**config.mk**
```make
export PLATFORM = sky130hd
export DESIGN_NAME = module_control_calc
export DESIGN_NICKNAME = d
export VERILOG_FILES = /design/src/rtl/calc_pkg.sv /design/src/rtl/module_acum_dec.sv /design/src/rtl/module_control_calc.sv
export SDC_FILE = /design/constraint.sdc
export NUM_CORES = 1
export LEC_CHECK = 0
export ABC_AREA = 0
export ABC_CLOCK_PERIOD_IN_PS = 4350
export CAP_MARGIN = 40
export CORE_MARGIN = 10
export CORE_UTILIZATION = 40
export DETAILED_ROUTE_END_ITERATION = 10
export HOLD_SLACK_MARGIN = 0.1
export PLACE_DENSITY = 0.73
export SETUP_SLACK_MARGIN = 0.05
export SYNTH_ARGS = -nofsm -noshare
export SYNTH_HDL_FRONTEND = slang
export SYNTH_HIERARCHICAL = 1
export SYNTH_SLANG_ARGS = --single-unit
```
**constraint.sdc**
```tcl
create_clock -name clk -period 4.35 [get_ports clk]
set_input_delay 0.87 -clock clk [delete_from_list [all_inputs] [get_ports clk]]
set_output_delay 0.87 -clock clk [all_outputs]
set_load 0.1 [all_outputs]
```
**src/rtl/calc_pkg.sv**
```systemverilog
// Shared types and constants for the keypad-driven multiply calculator.
package calc_pkg;

  typedef enum logic [2:0] {
    ENTER_A   = 3'd0,
    ENTER_B   = 3'd1,
    START_MUL = 3'd2,
    WAIT_MUL  = 3'd3,
    SHOW      = 3'd4,
    FAULT     = 3'd5
  } state_t;

  localparam logic [3:0] KEY_ENTER     = 4'hA;
  localparam logic [3:0] KEY_CLEAR     = 4'hB;
  localparam int         OPERAND_MAX   = 255;
  localparam logic [1:0] DIGIT_CNT_MAX = 2'd3;

endpackage

```
**src/rtl/module_acum_dec.sv**
```systemverilog
// Decimal operand accumulator: acc*10+d with range and digit-count check.
module module_acum_dec
  import calc_pkg::*;
(
  input  logic       clk,
  input  logic       rst,
  input  logic       clear,
  input  logic       load,
  input  logic       accept,
  input  logic [3:0] digit,
  output logic [7:0] acc,
  output logic [7:0] acc_nxt,
  output logic [1:0] cnt,
  output logic       ok
);

  logic [11:0] prod;

  // acc*10 as acc*8 + acc*2; 12 bits covers 255*10+9 without wrap
  assign prod    = {1'b0, acc, 3'b000} + {3'b000, acc, 1'b0} + {8'd0, digit};
  assign ok      = (cnt != DIGIT_CNT_MAX) && (prod <= 12'(OPERAND_MAX));
  assign acc_nxt = prod[7:0];

  always_ff @(posedge clk or negedge rst) begin
    if (!rst) begin
      acc <= 8'd0;
      cnt <= 2'd0;
    end else if (clear) begin
      acc <= 8'd0;
      cnt <= 2'd0;
    end else if (load) begin
      acc <= {4'd0, digit};
      cnt <= 2'd1;
    end else if (accept && ok) begin
      acc <= acc_nxt;
      cnt <= cnt + 2'd1;
    end
  end

endmodule

```
**src/rtl/module_control_calc.sv**
```systemverilog
// Calculator controller: collects two decimal operands, launches the
// multiplier, shows the product and flags overflow/timeout errors.
module module_control_calc
  import calc_pkg::*;
#(
  parameter int TIMEOUT_CYCLES = 1023
) (
  input  logic        clk,
  input  logic        rst,
  input  logic        key_valid,
  input  logic [3:0]  key_code,
  input  logic        mul_done,
  input  logic [15:0] mul_result,
  output logic [7:0]  op_a,
  output logic [7:0]  op_b,
  output logic        mul_start,
  output logic [15:0] result,
  output logic        result_valid,
  output logic [2:0]  state_o,
  output logic [1:0]  digit_cnt,
  output logic        err
);

  localparam int TW = $clog2(TIMEOUT_CYCLES + 1);

  state_t          state, state_nxt;
  logic [TW-1:0]   tmo_cnt;
  logic            tmo_hit;
  logic            key_digit, key_enter, key_clear;
  logic            in_entry, enter_ok;
  logic            acc_clear, acc_load, acc_accept, acc_ok;
  logic [7:0]      acc, acc_nxt;

  assign key_digit = key_valid && (key_code <= 4'd9);
  assign key_enter = key_valid && (key_code == KEY_ENTER);
  assign key_clear = key_valid && (key_code == KEY_CLEAR);
  assign in_entry  = (state == ENTER_A) || (state == ENTER_B);
  assign enter_ok  = key_enter && (digit_cnt != 2'd0);
  assign tmo_hit   = (tmo_cnt == TW'(TIMEOUT_CYCLES));

  // The accumulator is restarted between the A and B phases
  assign acc_clear  = key_clear || ((state == ENTER_A) && enter_ok);
  assign acc_load   = (state == SHOW) && key_digit;
  assign acc_accept = in_entry && key_digit;

  module_acum_dec u_acum (
    .clk     (clk),
    .rst     (rst),
    .clear   (acc_clear),
    .load    (acc_load),
    .accept  (acc_accept),
    .digit   (key_code),
    .acc     (acc),
    .acc_nxt (acc_nxt),
    .cnt     (digit_cnt),
    .ok      (acc_ok)
  );

  assign mul_start = (state == START_MUL);
  assign state_o   = state;

  always_ff @(posedge clk or negedge rst) begin
    if (!rst) state <= ENTER_A;
    else      state <= state_nxt;
  end

  always_comb begin
    state_nxt = state;
    if (key_clear) begin
      state_nxt = ENTER_A;
    end else begin
      case (state)
        ENTER_A:   if (enter_ok) state_nxt = ENTER_B;
        ENTER_B:   if (enter_ok) state_nxt = START_MUL;
        START_MUL: state_nxt = WAIT_MUL;
        WAIT_MUL: begin
          if (mul_done)     state_nxt = SHOW;
          else if (tmo_hit) state_nxt = FAULT;
        end
        SHOW:      if (key_digit) state_nxt = ENTER_A;
        FAULT:     state_nxt = FAULT;
        default:   state_nxt = ENTER_A;
      endcase
    end
  end

  always_ff @(posedge clk or negedge rst) begin
    if (!rst) begin
      tmo_cnt <= '0;
    end else if ((state == WAIT_MUL) && !key_clear) begin
      tmo_cnt <= tmo_cnt + TW'(1);
    end else begin
      tmo_cnt <= '0;
    end
  end

  always_ff @(posedge clk or negedge rst) begin
    if (!rst) begin
      op_a         <= 8'd0;
      op_b         <= 8'd0;
      result       <= 16'd0;
      result_valid <= 1'b0;
      err          <= 1'b0;
    end else if (key_clear) begin
      op_a         <= 8'd0;
      op_b         <= 8'd0;
      result       <= 16'd0;
      result_valid <= 1'b0;
      err          <= 1'b0;
    end else begin
      case (state)
        ENTER_A, ENTER_B: begin
          if (key_digit) begin
            if (acc_ok) begin
              if (state == ENTER_A) op_a <= acc_nxt;
              else                  op_b <= acc_nxt;
              err <= 1'b0;
            end else begin
              err <= 1'b1;
            end
          end else if (enter_ok) begin
            err <= 1'b0;
          end
        end
        WAIT_MUL: begin
          if (mul_done) begin
            result       <= mul_result;
            result_valid <= 1'b1;
          end else if (tmo_hit) begin
            err <= 1'b1;
          end
        end
        SHOW: begin
          if (key_digit) begin
            op_a         <= {4'd0, key_code};
            op_b         <= 8'd0;
            result_valid <= 1'b0;
            err          <= 1'b0;
          end
        end
        default: ;
      endcase
    end
  end

endmodule

```
==> impl_metrics.yaml, run 1 <==
route:
  firstDrtPassIters: 5
  vias_per_cell: 5.75
  ant_nets: 0
  drc: 0
  routed_wl_um: 10900
  drtIter0Drc: 239
  num_vias: 3246
  drt-wirelength-per-cell_um: 19.3
setup_path:
  critPathKind: "input port to register"
  cp-start-kind: "input port"
  arrival_ns: 4.33
  crit_path_end_kind: "register"
  required_ns: 4.58
  critPathMaxFanout: 8
yosys:
  synth_area_leaders: "dfrtp_1, ha_1, nand2_1"
  syn_inst: 349
  postSynthAreaPerCell_um2: 9.79
  synthTopCellsByCount: "dfrtp_1, nand2_1, a21oi_1"
  synth_top_flop_cell: "dfrtp_1"
  synth_top_area_frac: 0.418
  async_reset_ff_frac: 1.00
  yosysTopAreaCell: "dfrtp_1"
  syn_nets: 392
  netlist_area_um2: 3420
  ys_seq_area_frac: 0.418
  ys_types: 63
  synth_most_common_cell: "dfrtp_1"
  synth-seq-cells: 57
  synth.yosys.warnings: 6
  synth_edf_count: 0
sta:
  fin_skew_ns: 0.0144
  drv_slew: 0
  grt_setup_unrepaired: "false"
  post-route-period-util: 0.942
  finalHoldViolations: 0
  min_period_ns: 4.10
  fmax_mhz: 244
  final-setup-viol-count: 0
  worst_pin_slew_ns: 0.811
  relSlewSlack: 0.457
grt:
  grt.overflow.total: 0
  grtUsageTotal: 0.172
  grt_pass1_vias: 3360
  grt_pass1_wl_um: 17600
  grt_antenna_before_repair: 0
  grt_start_max_net_pins: 58
floorplanning:
  die_h_um: 112
  fp.coreArea_um2: 8260
  io_pins: 64
  num_rows: 33
  die_area_um2: 12600
  die_w_um: 112
  initial_utilization: 0.414
layout:
  drive_gt1_frac: 0.220
  finalNonFillerCells: 565
  antenna_cells: 0
  fin_nets: 498
  n_fill_cell: 641
  syn_to_final_growth_pct: 49.9
min_path:
  hold_path_class: "register to register"
cts:
  cts_root_buffer: "clkbuf_8"
  htreeDepth: 3
  cts_sinks: 57
  clkTransAtPathRegs_ns: 0.06
  cts_tree: "done"
  clkLatencyLatePin_ns: 0.36
  clock_path_buffers: 2
  numCtsBuffers: 9
run:
  drv_cap: 0
place:
  dp_cells: 548
  port_buffers: 63
  place_hpwl_um: 7890
  gp_congestion: 0.947
outcome:
  run_status: "finished, final reports clean"
==> worst max-delay path, cell delays in order <==
cell,delay [ns]
clkdlybuf4s50_1,0.50
inv_1,0.08
fa_1,0.49
fa_1,0.48
nand2b_1,0.21
a211oi_2,0.23
or4_1,0.16
nand4_1,0.13
nor2_1,0.22
nor2_1,0.07
o41a_2,0.54
mux2_4,0.34
==> stage by stage <==
stage / setup TNS, ns / cell area (um^2) / util / hold WS [ns] / setup slack [ns]
detailed placement: -1.24 / 4930 / 0.597 / 0.492 / -0.0847
global route: 0 / 5120 / 0.620 / 0.535 / 0.0414
floorplan: 0 / 3420 / - / 0.455 / 0.476
global placement: -0.0991 / 4140 / 0.501 / 0.471 / -0.0128
finish: 0 / 5120 / 0.620 / 0.515 / 0.251
CTS: 0 / 5100 / 0.617 / 0.521 / 0.272
==> per-layer routing <==
layer  vias to the layer above  global-route usage  wire length [um]  part of all wire
li1                       1460                   -                 -                 -
met1                      1580               0.193              4080              0.37
met2                       169               0.294              5680              0.52
met3                        37              0.0437               744             0.068
met4                         0              0.0880               405             0.037
met5                         -                   0                 0                 0
==> final timing paths <==
| path | from | to | slack (ns) | cells after the start |
|---|---|---|---|---|
| setup / recovery | key_code[3] | op_a[2] | 0.25 | 12 |
| hold / removal | op_b[2] | op_b[2] | 0.52 | 1 |
| setup reg to reg | u_acum/acc[0] | op_a[2] | 0.83 | 11 |
| hold reg to reg | op_b[2] | op_b[2] | 0.52 | 1 |
| max in group asynchronous | rst | u_acum/acc[6] | 3.20 | 2 |
| min in group asynchronous | rst | u_acum/acc[1] | 0.65 | 2 |
==> layout make-up <==
class                      instances  area, um^2  share of cell area
multi-input combinational        257        1830               0.357
timing repair buffer             112        1490               0.292
sequential                        57        1430               0.279
tap                              105         131              0.0257
clock buffer                       9         124              0.0242
inverter                          18        67.6              0.0132
clock inverter                     7        47.5             0.00929
==> flip-flops by register name, summed over array words and instances, names as in the netlist <==
| name | cells |
|---|---|
| err | 1 |
| state_o | 3 |
| u_acum/cnt | 2 |
| tmo_cnt | 10 |
| result | 16 |
| result_valid | 1 |
| op_a | 8 |
| u_acum/acc | 8 |
| op_b | 8 |
==> placed cells by master (no fill, tap or decap), types with 14 or more instances in the layout <==
master	count
a21oi_1	36
buf_16	15
buf_8	25
clkdlybuf4s50_1	62
dfrtp_1	57
ha_1	17
inv_1	18
nand2_1	50
nand4_1	14
nor2_1	25
==> timing repair <==
action                                  in CTS  in global routing
buffers inserted                             0                  1
endpoints found under the setup margin       0                 16
resized for setup                            0                  1
endpoints found under the hold margin        0                  0
hold buffers                                 0                  0
==> kinds of logic after synthesis <==
| group | count (synthesis) | synth area share |
|---|---|---|
| AO/OA/AOI/OAI | 76 | 0.162 |
| flip-flops | 57 | 0.418 |
| XOR/XNOR | 12 | 0.0308 |
| multiplexers | 19 | 0.0729 |
| AND/OR/NAND/NOR | 131 | 0.194 |
| buffers and inverters | 35 | 0.0487 |
| adder cells (fa/ha/maj) | 19 | 0.0740 |
Power of run 1 is not shown: default switching activity piles up to over one toggle a cycle in this logic, so the estimate is an artifact.
==> run 2, diff against run 1 <==
Settings changed: ABC_AREA 0 to default, CORE_UTILIZATION 40 to 53, PLACE_DENSITY 0.73 to 0.9.
==> run 2 against run 1 <==
Net effect:
- critical path depth unchanged
- global-route usage increased by 7.2 points
- core utilization increased by 19 points
- clock skew decreased by 0.0012 ns
- register-to-register slack got worse by 0.16 ns
- worst setup slack got worse by 0.13 ns
- worst hold slack got worse by 0.00071 ns
- routed wire length increased by 12%
- flip-flop and latch count unchanged
==> impl_metrics.yaml, run 2 (synthesized netlist as in run 1, its figures left out) <==
outcome:
  run_status: "finished, final reports clean"
place:
  dp_cells: 520
  port_buffers: 63
  placed_area_um2: 4890
  place_hpwl_um: 8450
  gp_congestion: 0.902
setup_path:
  crit_path_end_kind: "register"
  arrival_ns: 4.46
  rrSetupSlack_ns: 0.67
  critPathMaxFanout: 8
  cp-start-kind: "input port"
  critPathKind: "input port to register"
  required_ns: 4.58
grt:
  grt_pass1_vias: 3507
  grtUsageTotal: 0.243
  grt_start_max_net_pins: 58
  grt_pass1_wl_um: 19500
  grt.overflow.total: 0
  grt_antenna_before_repair: 0
cts:
  clock_path_buffers: 2
  clkLatencyLatePin_ns: 0.36
  clkTransAtPathRegs_ns: 0.08
  cts_tree: "done"
  cts_sinks: 57
  numCtsBuffers: 9
  htreeDepth: 3
  cts_root_buffer: "clkbuf_8"
sta:
  drv_slew: 0
  grt_setup_unrepaired: "false"
  relSlewSlack: 0.391
  fmax_mhz: 237
  min_period_ns: 4.23
  final-setup-viol-count: 0
  finalHoldViolations: 0
  worst_pin_slew_ns: 0.910
  holdWs_ns: 0.514
  fin_skew_ns: 0.0132
  post-route-period-util: 0.972
layout:
  largest_register_ffs: 16
  largestRegisters: "result (16), tmo_cnt (10)"
  syn_to_final_growth_pct: 49.7
  finalNonFillerCells: 537
  final_cell_mix: "clkdlybuf4s50_1, dfrtp_1, nand2_1"
  final_area_um2: 5110
  fin_nets: 498
  antenna_cells: 0
  top_register: "result"
  drive_gt1_frac: 0.217
  final_common_cell: "clkdlybuf4s50_1"
  n_fill_cell: 316
floorplanning:
  initial_utilization: 0.541
  die_area_um2: 10100
  die_h_um: 100
  io_pins: 64
  fp.coreArea_um2: 6310
  num_rows: 29
  die_w_um: 100
route:
  drt-wirelength-per-cell_um: 22.8
  highest_layer: "met4"
  routed_wl_um: 12200
  drc: 0
  drtIter0Drc: 342
  firstDrtPassIters: 5
  dr_wl_met2_um: 6010
  met3_wirelength_um: 919
  wl_met1_um: 4360
  ant_nets: 0
  vias_per_cell: 6.38
  num_vias: 3427
min_path:
  hold_path_class: "register to register"
run:
  drv_cap: 0
run 2: worst max-delay path, stage by stage:
cell and delay, ns:
clkdlybuf4s50_1 0.48, inv_1 0.06, fa_1 0.49, fa_1 0.47, nand2b_1 0.22, a21oi_1 0.19
o22ai_1 0.18, mux2i_2 0.21, nor2_1 0.28, nor2_1 0.07, o41a_1 0.55, mux2_4 0.38
run 2: area by class of cell:
type | instances | area, um^2 | share of cell area
tap | 77 | 96.3 | 0.0188
clock inverter | 7 | 78.8 | 0.0154
inverter | 18 | 67.6 | 0.0132
timing repair buffer | 112 | 1490 | 0.292
multi-input combinational | 257 | 1830 | 0.357
clock buffer | 9 | 124 | 0.0242
sequential | 57 | 1430 | 0.279
run 2: what timing repair did:
| action | CTS | global route |
|---|---|---|
| gates resized for setup | 0 | 1 |
| buffers inserted | 0 | 1 |
| hold buffers | 0 | 0 |
| setup endpoints to repair | 0 | 8 |
run 2: routing by layer:
metal / vias up / track usage
li1: 1460 / -
met1: 1637 / 0.275
met2: 237 / 0.399
met3: 93 / 0.0591
met4: 0 / 0.162
met5: - / 0
run 2: worst paths after layout:
kind                                       to  cells past startpoint     startpoint
worst max-delay path                  op_a[2]                     12    key_code[3]
worst min-delay path                  op_b[0]                      1        op_b[0]
worst max register to register        op_a[2]                     11  u_acum/acc[0]
worst min register to register        op_b[0]                      1        op_b[0]
max in group asynchronous       u_acum/acc[6]                      2            rst
min in group asynchronous       u_acum/acc[3]                      2            rst
run 2: through the flow:
step / setup slack, ns / TNS (ns) / utilization
5_1_grt: 0.0526 / 0 / 0.810
4_1_cts: 0.0875 / 0 / 0.807
3_3_place_gp: 0.0246 / 0 / 0.650
3_5_place_dp: -0.113 / -1.41 / 0.775
2_1_floorplan: 0.476 / 0 / -
6_report: 0.123 / 0 / 0.810
Power of run 2 is left out for the same reason.
